**config.mk**
```make
export PLATFORM = sky130hd
export DESIGN_NAME = sweep_sequencer
export DESIGN_NICKNAME = d
export VERILOG_FILES = /design/src/rtl/sweep_sequencer.sv
export SDC_FILE = /design/constraint.sdc
export NUM_CORES = 1
export LEC_CHECK = 0
export BUFFER_PORTS_ARGS = -buffer_cell sky130_fd_sc_hd__buf_4
export CAP_MARGIN = 10
export CORE_MARGIN = 1
export CORE_UTILIZATION = 40
export DETAILED_ROUTE_END_ITERATION = 12
export MAX_ROUTING_LAYER = met4
export PLACE_DENSITY = 0.7
export SYNTH_ARGS = -nofsm -noshare
export SYNTH_HDL_FRONTEND = slang
export SYNTH_SLANG_ARGS = --single-unit
```
**constraint.sdc**
```tcl
create_clock -name i_clk -period 8 [get_ports i_clk]
set_input_delay 1.6 -clock i_clk [delete_from_list [all_inputs] [get_ports i_clk]]
set_output_delay 1.6 -clock i_clk [all_outputs]
set_load 0.02 [all_outputs]
```
**src/rtl/sweep_sequencer.sv**
```systemverilog
// sweep_sequencer: steps a code from start to end, settling a timer and requesting a sample per point.
// Optional abort input is enabled with `define SWEEP_SEQUENCER_ABORT_EN.
module sweep_sequencer #(
  parameter int CNT_WIDTH  = 4,
  parameter int CODE_WIDTH = 8
) (
  input  logic                  i_clk,
  input  logic                  i_rst_sync,
  input  logic                  i_start,
  input  logic [CODE_WIDTH-1:0] i_code_start,
  input  logic [CODE_WIDTH-1:0] i_code_end,
  input  logic [CODE_WIDTH-1:0] i_code_step,
  input  logic [CNT_WIDTH-1:0]  i_settle_cnt,
  input  logic                  i_timer_done,
  input  logic                  i_sample_ack,
`ifdef SWEEP_SEQUENCER_ABORT_EN
  input  logic                  i_abort,
`endif
  output logic [CNT_WIDTH-1:0]  o_timer_cnt,
  output logic                  o_timer_update,
  output logic [CODE_WIDTH-1:0] o_code,
  output logic                  o_sample_req,
  output logic                  o_busy,
  output logic                  o_done
);
  typedef enum logic [2:0] {IDLE, LOAD, SETTLE, SAMPLE, STEP, DONE} state_t;
  state_t state, next_state;
  logic [CODE_WIDTH-1:0] end_r, step_r;
  logic [CODE_WIDTH:0]   nxt;
  logic                  fresh, stop;
  assign o_timer_update = state == LOAD;
  assign o_sample_req   = state == SAMPLE;
  assign o_busy         = state inside {LOAD, SETTLE, SAMPLE, STEP};
  assign o_done         = state == DONE;
  always_comb begin
    nxt  = {1'b0, o_code} + {1'b0, (step_r == '0) ? CODE_WIDTH'(1) : step_r};
    stop = nxt[CODE_WIDTH] || (nxt[CODE_WIDTH-1:0] > end_r);
    next_state = IDLE;
    unique case (state)
      IDLE:    next_state = i_start ? LOAD : IDLE;
      LOAD:    next_state = SETTLE;
      SETTLE:  next_state = (!fresh && i_timer_done) ? SAMPLE : SETTLE;
      SAMPLE:  next_state = i_sample_ack ? STEP : SAMPLE;
      STEP:    next_state = stop ? DONE : LOAD;
      default: next_state = IDLE;
    endcase
`ifdef SWEEP_SEQUENCER_ABORT_EN
    if (i_abort && o_busy) next_state = DONE;
`endif
  end
  // fresh marks the first SETTLE cycle, where a done left over from the previous point is stale
  always_ff @(posedge i_clk) begin
    if (i_rst_sync) begin
      state       <= IDLE;
      o_code      <= '0;
      o_timer_cnt <= '0;
      end_r       <= '0;
      step_r      <= '0;
      fresh       <= 1'b0;
    end else begin
      state <= next_state;
      fresh <= state == LOAD;
      if (state == IDLE && i_start) begin
        o_code      <= i_code_start;
        end_r       <= i_code_end;
        step_r      <= i_code_step;
        o_timer_cnt <= i_settle_cnt;
      end
      if (state == STEP && next_state == LOAD) o_code <= nxt[CODE_WIDTH-1:0];
    end
  end
endmodule

```
; Word level (Yosys, flattened, before mapping)
; Cells that the tools add are included.
[classes]
eq_ne = 6
reduce_logical = 9
add_sub_neg = 1
n_mux = 8
magnitude_cmp = 1
[op_table]
columns = cell, count
row1 = 8-bit 2-to-1 mux, 3
row2 = 3-bit case mux with 5 select lines, 1
row3 = 8-bit by 8-bit adder with 9-bit output, 1
row4 = 8-bit greater-than comparator, 1
row5 = 8-bit logical NOT, 1
row6 = 3-bit by 1-bit == test with 1-bit output (second input constant), 2
row7 = 3-bit by 2-bit == test with 1-bit output (second input constant), 2
row8 = 3-bit == test (second input constant), 2
row9 = 3-bit 2-to-1 mux, 2
row10 = 4-bit nonzero test, 1
row11 = 1-bit logical AND, 3
row12 = 3-bit logical NOT, 1
row13 = 1-bit 2-to-1 mux, 2
row14 = 2-bit nonzero test, 1
row15 = 1-bit logical NOT, 1
row16 = 1-bit logical OR, 1
[totals]
output_inout_bits = 16
register_bits = 32
elab_cells = 31
inputBits = 33

; Logic depth before layout (Yosys ltp)
; Gate-level depths: netlist (run 1).
[logic_depth]
ltp_word = 10
ltp_mapped = 15
mapped_depth_nobuf = 15

; Worst setup path before layout (run 1)
; No wires, ideal clock.
[synth_path]
kind = register to register
startpoint = register step_r[1]
endpoint = register o_code[2]
required_time_ps = 7868
path_buffers = 0
slack_ps = 4850
setup_time_ps = 132
path_stages_with_launch = 16
t_arrival_ps = 3018
period_less_slack_ps = 3150
path_cell_list = dfxtp_1 -> nor3_1 -> a21o_1 -> ha_1 -> fa_1 -> a211oi_1 -> o21bai_1 -> a21oi_1 -> xnor2_1 -> ha_1 -> nand4_1 -> nor2_1 -> a211o_1 -> and4_1 -> a32oi_1 -> a21oi_1
[synth_via]
elab_chain_len = 10
word_cells_on_any_way = 11
cone_classes = add/sub: 1 / order compare: 1 / eq/ne: 1 / mux: 4 / reduce/logical: 4
[synth_rtl]
columns = element, line
row1 = "start, declared", 28  ; logic [CODE_WIDTH-1:0] end_r, step_r;
row2 = "start signal, assigned", 66  ; step_r <= i_code_step;
row3 = 8-bit logical NOT, 36  ; nxt = {1'b0, o_code} + {1'b0, (step_r == '0) ? CODE_WIDTH'(1) : step_r};
row4 = 8-bit 2-to-1 mux *, 36
row5 = 8-bit by 8-bit adder with 9-bit output *, 36
row6 = 8-bit greater-than comparator, 37  ; stop = nxt[CODE_WIDTH] || (nxt[CODE_WIDTH-1:0] > end_r);
row7 = 1-bit logical OR, 37
row8 = 3-bit 2-to-1 mux, 44  ; STEP: next_state = stop ? DONE : LOAD;
row9 = 3-bit case mux with 5 select lines, 39  ; unique case (state)
row10 = 3-bit by 1-bit == test with 1-bit output, 69  ; if (state == STEP && next_state == LOAD) o_code <= nxt[CODE_WIDTH-1:0];
row11 = 1-bit logical AND, 69
row12 = 8-bit 2-to-1 mux / 2-bit nonzero test (equally long branches), --
row13 = "end signal, assigned", 64  ; o_code <= i_code_start;
row14 = "end signal, assigned", 69
row15 = "end, declared", 21  ; output logic [CODE_WIDTH-1:0] o_code,
; Mark *: on every way between the ends. The rest lies on a longest branch, timed or not.
; A chain may end at the register's enable or synchronous reset.

; Worst setup path after layout (run 1)
[layout_path]
startpoint = register step_r[1]
endpoint = register o_code[4]
; The elaborated chain is that of the path after synthesis.

==> results of run 1 <==
[power by group through the flow]
stage,Combinational (uW),Clock [uW],Sequential [uW]
finish,168,128,189
CTS,168,132,189
floorplan,114,0,194
global placement,165,0,192
detailed placement,167,0,192
global route,187,138,191
[Yosys cell counts (2+ instances only)]
cell type,number,area [sq um]
inv_1,10,37.5
a21oi_1,31,155
a32oi_1,3,26.3
and3_1,3,18.8
ha_1,16,200
xnor2_1,6,52.6
dfxtp_1,32,641
a311oi_1,5,43.8
o21ai_0,6,30.0
clkbuf_1,8,30.0
a221o_1,2,20.0
o211ai_1,4,30.0
nand2_1,53,199
nand4_1,2,12.5
buf_4,2,15.0
a21o_1,3,22.5
nor2_1,8,30.0
nor3_1,7,35.0
nor4_1,2,12.5
[worst min-delay path: stages (launching register included)]
cell and delay [ps]:
dfxtp_1 310, nand2_1 50, a21oi_1 50
[placed cells by master (no fill, tap or decap), drive strengths merged, types with 2 or more instances in the layout]
cell type	Yosys	routed
a21o	3	3
a21oi	31	31
a221o	2	2
a311oi	5	5
a32oi	3	3
and3	4	4
buf	3	49
clkbuf	9	8
dfxtp	32	32
ha	16	16
inv	10	10
nand2	54	54
nand3b	2	2
nand4	3	3
nor2	8	8
nor3	8	8
nor4	2	2
o211ai	4	4
o21ai	6	6
xnor2	6	6
[through the flow]
stage / power (uW) / area (sq um) / hold slack (ps) / setup slack, ps
6_report: 485 / 2280 / 458 / 4370
5_1_grt: 516 / 2280 / 476 / 4080
4_1_cts: 489 / 2280 / 460 / 4390
3_5_place_dp: 359 / 2190 / 451 / 4480
3_3_place_gp: 357 / 2190 / 446 / 4640
2_1_floorplan: 308 / 1820 / 434 / 4850
[layer usage]
layer / share of wire / routed length, um / vias to the layer above / track usage
met5: 0 / 0 / - / -
met4: 0.019 / 80 / 0 / 0.0862
met3: 0.057 / 244 / 7 / 0.0451
met2: 0.47 / 2000 / 47 / 0.293
met1: 0.45 / 1930 / 780 / 0.236
li1: - / - / 877 / -
[registers in the layout (all words and copies together), names as in the netlist]
name         flops
fresh            1
o_code           8
state            3
o_timer_cnt      4
end_r            8
step_r           8
[worst max path at each step]
stage | startpoint | endpoint | slack [ps] | cells after the start
final | step_r[1] | o_code[4] | 4370 | 14
after global routing | step_r[1] | o_code[4] | 4080 | 14
after CTS | step_r[1] | o_code[4] | 4390 | 14
after detailed placement | step_r[1] | o_code[4] | 4480 | 14
after global placement | step_r[1] | o_code[6] | 4640 | 14
after floorplan | step_r[1] | o_code[2] | 4850 | 15
[final cells by class]
type,count,area share
multi-input combinational,170,0.473
timing repair buffer,49,0.161
clock buffer,8,0.0395
sequential,32,0.281
inverter,10,0.0165
tap,52,0.0286
[logic make-up (layout without fill, tap and decap cells)]
| kind of cell | after synthesis | count (layout) | share of synthesized area |
|---|---|---|---|
| AND/OR/NAND/NOR | 88 | 88 | 0.231 |
| AO/OA/AOI/OAI | 58 | 58 | 0.202 |
| flip-flops | 32 | 32 | 0.353 |
| buffers and inverters | 22 | 67 | 0.0592 |
| adder cells (fa/ha/maj) | 17 | 17 | 0.121 |
| XOR/XNOR | 7 | 7 | 0.0337 |
==> qor.yml, run 1 <==
yosys:
  synth-async-reset-ratio: 0
  synth_warnings: 0
  syn-num-nets: 274
  ys.flop_type: "dfxtp_1"
  synth-edff-count: 0
  syn_area_sq_mm: 0.00182
  postSynthAreaPerCell_sq_um: 8.11
  synthDistinctLibCells: 40
  synth_cells: 224
  ys_ff_latch: 32
  ys_seq_area_frac: 0.353
placed_design:
  gp_congestion: 0.794
  dp_hpwl_um: 3140
  numPortBuffers: 48
  dp_cells: 313
sta:
  final.setup.tns_ps: 0
  max_slew_margin: 0.547
  worst_slew_pin_slew_ps: 676
  fmax_mhz: 276
  rsz0062_at_grt: "false"
  period_share: 0.453
  hold_viol_final: 0
  slew_viol_final: 0
  period_needed_ps: 3630
  setup_viol: 0
  fin_skew_ps: 3.27
clocking:
  postCtsHoldBufs: 0
  clock-root-buffer: "clkbuf_8"
  h-tree-depth: 2
  cts_made_buffers: 5
  post_cts_resized: 0
  clock_path_buffers: 2
  clk-insertion-delay-late_ps: 280
  clkTransAtPathRegs_ps: 70
  cts_tree: "done"
  post_cts_buffers: 0
  clock-sinks: 32
power_and_ir_drop:
  vdd_ir_drop_max_uv: 125
  total_leakage_power_uw: 0.00100
  p_sw_uw: 169
  switching_share: 0.349
  pwr_density_cell_mw_per_mm2: 213
  p_int_uw: 316
  pwr-share-clk: 0.264
  combinationalPowerShare: 0.347
  seq_power_share: 0.389
layout:
  fin_cells: 321
  diodes: 0
  fin_util: 0.523
  drive_above_1_share: 0.234
  regArea_sq_um: 641
  fillers: 422
  fin_nets: 318
  multi_input_area_sq_mm: 0.00108
  area_growth_pct: 25.4
die:
  initial_core_util: 0.417
  rows: 24
  die_y_um: 69.4
  die_w_um: 69.4
  core_sq_mm: 0.00435
  boundaryPins: 49
  die-area_sq_mm: 0.00482
critical_path:
  cp.required_ps: 8180
  slowest_stage: "fa_1"
  critPathLaunchType: "flip-flop"
  r2r_cells: 14
  crit_arrival_ps: 3810
  r2r_setup_slack_ps: 4370
  worstPathCellList: "nor3_1, a21o_1, ha_1, fa_1, a211oi_1, o21bai_1, a21oi_1, xnor2_1, ha_1, nand4_1, o21ai_0, and4_1, nand2_1, a311oi_1"
  cp-end-kind: "flip-flop"
  cp_slowest_stage_delay_ps: 430
  path_max_fanout: 5
  cp_top_family: "compound AO/OA/AOI/OAI gates"
  r2r-end: "o_code[4]"
  r2r-start: "step_r[1]"
  path_buf_inv: 0
  critical_path_class: "flip-flop to flip-flop"
  path_common_cell: "ha_1"
grt:
  grt_pass1_wl_um: 7090
  overflow: 0
  grt_max_degree: 33
  first_global_vias: 1593
  grtUsageTotal: 0.190
  antenna_found_initial: 0
route:
  dr_total_vias: 1711
  wl_per_cell_um: 13.2
  drt_iter0_drc: 125
  vias_per_cell: 5.33
  routed_wirelength_um: 4250
  ant_nets: 0
  dr.pass1.iters: 4
  drc_errors: 0
worst_hold_path:
  holdPathEnd: "o_timer_cnt[1]"
  hp-start: "o_timer_cnt[1]"
  min_path_cells: 2
  hold_class: "flip-flop to flip-flop"
job:
  cap_viol_max_count: 0
status:
  outcome: "finished, final reports clean"
No activity file was read; power rests on OpenSTA's default activity.
==> run 2: changes to the inputs <==
ABC_AREA = 1   (was not set)
PLACE_DENSITY = 0.69   (was 0.7)
clock period = 3.75 ns   (was 8 ns; I/O delays follow)
==> run 2 against run 1 <==
Non-clock buffer count unchanged; sequential cell count unchanged; setup slack worse by 3900 ps; utilization is 0.56 points higher; clock skew increased by 4.5 ps; critical path type unchanged; highest routed layer unchanged.
==> qor.yml, run 2 <==
status:
  outcome: "finished, final reports clean"
die:
  rows: 24
  initial_core_util: 0.424
  core_sq_mm: 0.00441
  die_y_um: 70.4
  die_w_um: 70.4
  boundaryPins: 49
  die-area_sq_mm: 0.00496
route:
  wl_met2_um: 2090
  dr.pass1.iters: 5
  routedLengthMet1_um: 2090
  drc_errors: 0
  drt_iter0_drc: 98
  top_layer: "met4"
  dr_total_vias: 1782
  vias_per_cell: 4.91
  wl_met3_um: 334
  ant_nets: 0
  routed_wirelength_um: 4530
  wl_per_cell_um: 12.5
critical_path:
  cp.required_ps: 3920
  r2r-start: "step_r[3]"
  cp-startpoint: "step_r[3]"
  path_max_fanout: 8
  critical_path_class: "flip-flop to flip-flop"
  crit_arrival_ps: 3390
  critPathLaunchType: "flip-flop"
  cp-end-kind: "flip-flop"
clocking:
  clock-sinks: 32
  cts_tree: "done"
  post_cts_resized: 0
  h-tree-depth: 2
  clkTransAtPathRegs_ps: 60
  postCtsHoldBufs: 0
  clock_path_buffers: 2
  clk-insertion-delay-late_ps: 290
  clock-root-buffer: "clkbuf_8"
  post_cts_buffers: 0
  cts_made_buffers: 5
placed_design:
  numPortBuffers: 48
  dp_hpwl_um: 3500
  gp_congestion: 0.936
power_and_ir_drop:
  switching_share: 0.358
  pwr-share-clk: 0.257
  vdd_ir_drop_max_uv: 260
  combinationalPowerShare: 0.344
  p_sw_uw: 359
  total_leakage_power_uw: 0.00122
  pwr_density_cell_mw_per_mm2: 430
  seq_power_share: 0.399
  p_int_uw: 645
  finalPower_uw: 1000
yosys:
  synthDistinctLibCells: 27
  synth_top_cell_by_area: "dfxtp_1"
  synth-edff-count: 0
  ys.flop_type: "dfxtp_1"
  synth.top_cells.by_area: "dfxtp_1, nand2_1, ha_1"
  ys_top_cells_by_count: "nand2_1, dfxtp_1, inv_1"
  ys_ff_latch: 32
  syn-num-nets: 315
  synth-async-reset-ratio: 0
  ys_seq_area_frac: 0.342
  synth_cells: 265
  postSynthAreaPerCell_sq_um: 7.07
  synth.most_common_cell: "nand2_1"
  synth_warnings: 0
  syn_area_sq_mm: 0.00187
  synth_top_cell_area_share: 0.342
layout:
  fin_nets: 360
  most-common-layout-cells: "nand2_1, buf_4, dfxtp_1"
  drive_above_1_share: 0.228
  fillers: 453
  diodes: 0
  area_growth_pct: 24.6
  reg_top3: "end_r: 8 flops, o_code: 8 flops, step_r: 8 flops"
  layout_commonest_cell: "nand2_1"
sta:
  period_share: 0.861
  final.setup.tns_ps: 0
  setup_viol: 0
  fin_skew_ps: 7.77
  period_needed_ps: 3230
  worst_slew_pin_slew_ps: 922
  hold_viol_final: 0
  max_slew_margin: 0.384
  rsz0062_at_grt: "false"
  slew_viol_final: 0
  fmax_mhz: 310
grt:
  overflow: 0
  antenna_found_initial: 0
  grtUsageTotal: 0.204
  grt_pass1_wl_um: 7780
  grt_max_degree: 25
  first_global_vias: 1715
worst_hold_path:
  hp-start: "end_r[4]"
  hold_class: "flip-flop to flip-flop"
job:
  cap_viol_max_count: 0
-- run 2: critical path, cell delays in order, from the launching register on --
cell	delay [ps]
dfxtp_1	330
inv_1	80
nand4_1	120
o41ai_1	270
ha_1	270
fa_1	230
nand3_1	80
nand2_1	130
nand3_1	80
nand2_1	80
xor2_1	240
ha_1	270
nand2_1	80
nor2_1	50
nor2_1	80
nand2_1	50
nand2_1	50
nand2_1	80
nand2_2	120
nand3_2	170
o21ai_0	160
a21oi_2	90
-- run 2: cell type report --
type                    instances  area, sq um  area share
repair buffers                 49          368       0.158
multi-input cells             186         1040       0.445
flip-flops and latches         32          641       0.274
clock buffers                   5         68.8      0.0295
well taps                      52         65.1      0.0279
inverters                      36          135      0.0579
clock inverters                 3         18.8     0.00804
-- run 2: worst paths after layout --
path | depth (start not counted) | slack, ps | to
setup / recovery | 21 | 520 | o_code[7]
hold / removal | 2 | 460 | end_r[4]
setup reg to reg | 21 | 520 | o_code[7]
hold reg to reg | 2 | 460 | end_r[4]
-- run 2: through the flow --
stage	utilization	hold WS, ps	worst slack (ps)	instances	area, sq um
floorplan	-	429	978	265	1870
CTS	0.529	468	533	363	2330
detailed placement	0.509	457	543	355	2250
global placement	0.509	455	582	355	2250
global route	0.529	491	185	363	2330
finish	0.529	462	523	363	2330
-- run 2: cell families (layout without fill, tap and decap cells) --
| logic type | Yosys count | in the layout | synth area share |
|---|---|---|---|
| AO/OA/AOI/OAI | 49 | 49 | 0.138 |
| adder cells (fa/ha/maj) | 17 | 17 | 0.118 |
| flip-flops | 32 | 32 | 0.342 |
| buffers and inverters | 47 | 93 | 0.104 |
| XOR/XNOR | 5 | 5 | 0.0234 |
| AND/OR/NAND/NOR | 115 | 115 | 0.275 |
-- run 2: power by group through the flow --
stage / clock, uW / sequential [uW] / combinational (uW)
2_1_floorplan: 0 / 416 / 231
3_3_place_gp: 0 / 409 / 340
3_5_place_dp: 0 / 408 / 345
4_1_cts: 268 / 401 / 348
5_1_grt: 288 / 405 / 399
6_report: 258 / 401 / 346
-- run 2: metal layers --
metal | track usage | vias to the layer above
li1 | - | 952
met1 | 0.260 | 768
met2 | 0.327 | 60
met3 | 0.0519 | 2
met4 | 0.0400 | 0
met5 | - | -
==> run 3: changes to the inputs <==
ABC_AREA = not set   (was 1)
PLACE_DENSITY = 0.7   (was 0.69)
==> run 3 against run 2 <==
Critical endpoint is now o_code[4]; clock skew down 1.3 ps; setup slack worse by 180 ps; largest cell class unchanged; clock-buffer cell count up 1; highest routed layer unchanged.
==> qor.yml, run 3 (synthesis results as in run 1) <==
status:
  outcome: "finished, final reports clean"
critical_path:
  critical_path_class: "flip-flop to flip-flop"
  cp.required_ps: 3940
  cp-end-kind: "flip-flop"
  worstPathCellList: "nor3_1, a21o_1, ha_1, fa_1, a211oi_2, o21bai_1, a21oi_1, xnor2_1, ha_1, nand4_1, nor2_1, a211o_1, and4_1, nand2_1, a311oi_1"
  path_common_cell: "ha_1"
  cp-startpoint: "step_r[1]"
  r2r-start: "step_r[1]"
  slowest_stage: "fa_1"
  critPathLaunchType: "flip-flop"
  path_max_fanout: 5
  cp_slowest_stage_delay_ps: 440
  crit_arrival_ps: 3600
route:
  dr_total_vias: 1667
  drt_iter0_drc: 73
  drc_errors: 0
  wl_met3_um: 197
  wl_met2_um: 1960
  routed_wirelength_um: 4220
  ant_nets: 0
  dr.pass1.iters: 4
  vias_per_cell: 5.19
  top_layer: "met4"
  wl_per_cell_um: 13.1
  routedLengthMet1_um: 1990
layout:
  fin_util: 0.528
  fillers: 426
  area_growth_pct: 26.7
  drive_above_1_share: 0.242
  reg_top3: "end_r: 8 flops, o_code: 8 flops, step_r: 8 flops"
  layout_commonest_cell: "nand2_1"
  regArea_sq_um: 641
  most-common-layout-cells: "nand2_1, buf_4, dfxtp_1"
  multi_input_area_sq_mm: 0.00108
  fin_nets: 318
  diodes: 0
sta:
  final.setup.tns_ps: 0
  holdWs_ps: 457
  setup_viol: 0
  period_share: 0.910
  max_slew_margin: 0.535
  fin_skew_ps: 6.43
  hold_viol_final: 0
  period_needed_ps: 3410
  fmax_mhz: 293
  rsz0062_at_grt: "false"
  slew_viol_final: 0
  worst_slew_pin_slew_ps: 694
  setup_ws_ps: 339
placed_design:
  dp_hpwl_um: 3150
  numPortBuffers: 48
  dp_slack_ps: 264
  gp_congestion: 0.819
grt:
  overflow: 0
  antenna_found_initial: 0
  first_global_vias: 1574
  grtUsageTotal: 0.189
  grt_pass1_wl_um: 7070
  grt_max_degree: 33
clocking:
  h-tree-depth: 2
  cts_tree: "done"
  clkTransAtPathRegs_ps: 70
  clock-root-buffer: "clkbuf_8"
  clk-insertion-delay-late_ps: 290
  clock-sinks: 32
  post_cts_buffers: 0
  clock_path_buffers: 2
  cts_made_buffers: 5
power_and_ir_drop:
  total_leakage_power_uw: 0.00101
  vdd_ir_drop_max_uv: 227
  pwr_density_cell_mw_per_mm2: 472
job:
  cap_viol_max_count: 0
die:
  rows: 24
  die-area_sq_mm: 0.00482
  boundaryPins: 49
  initial_core_util: 0.417
  core_sq_mm: 0.00435
  die_y_um: 69.4
  die_w_um: 69.4
worst_hold_path:
  hp-start: "o_timer_cnt[1]"
  hold_class: "flip-flop to flip-flop"
-- run 3: cell types whose count changed in the layout (fill, tap and decap cells not counted), moves of 5 or more --
cell,before,now
nor3_1,0,7
nand3_1,15,1
nand2_1,68,53
a311oi_1,0,5
o21ai_0,14,5
nor2_1,14,8
inv_1,31,10
inv_2,5,0
xnor2_1,0,6
nand4_1,9,2
-- run 3: report_power, final --
part / switching, uW / internal [uW]
logic: 205 / 151
clock network: 131 / 197
registers: 29.9 / 373
-- run 3: layout make-up --
class,instances,share of cell area
clock buffer,6,0.0315
tap,52,0.0283
sequential,32,0.278
multi-input combinational,170,0.470
clock inverter,2,0.0152
inverter,10,0.0163
timing repair buffer,49,0.160
-- run 3: path summary, 6_finish.rpt --
kind | end | slack (ps) | cells past startpoint
worst max register to register | o_code[4] | 340 | 15
worst max-delay path | o_code[4] | 340 | 15
worst min-delay path | o_timer_cnt[1] | 460 | 2
worst min register to register | o_timer_cnt[1] | 460 | 2
-- run 3: worst max-delay path: cells and delay by family, from the launching register on --
| kind | cells | cell delay [ps] |
|---|---|---|
| AND/OR/NAND/NOR | 5 | 770 |
| AO/OA/AOI/OAI | 6 | 1100 |
| XOR/XNOR | 1 | 110 |
| adder cells (fa/ha/maj) | 3 | 940 |
| flip-flops | 1 | 390 |
-- run 3: metal layers --
| metal | vias to the layer above | global-route usage |
|---|---|---|
| li1 | 878 | - |
| met1 | 746 | 0.237 |
| met2 | 37 | 0.290 |
| met3 | 6 | 0.0552 |
| met4 | 0 | 0.0612 |
| met5 | - | - |
-- run 3: timing repair --
| action | CTS | global route |
|---|---|---|
| endpoints found under the setup margin | 0 | 6 |
| gates resized for setup | 0 | 2 |
| hold buffers | 0 | 0 |
-- run 3: per-stage QoR --
stage | instance area [sq um] | cells | total power, uW
2_1_floorplan | 1820 | 224 | 657
3_3_place_gp | 2190 | 313 | 761
3_5_place_dp | 2190 | 313 | 766
4_1_cts | 2300 | 321 | 1100
5_1_grt | 2300 | 321 | 1160
6_report | 2300 | 321 | 1090
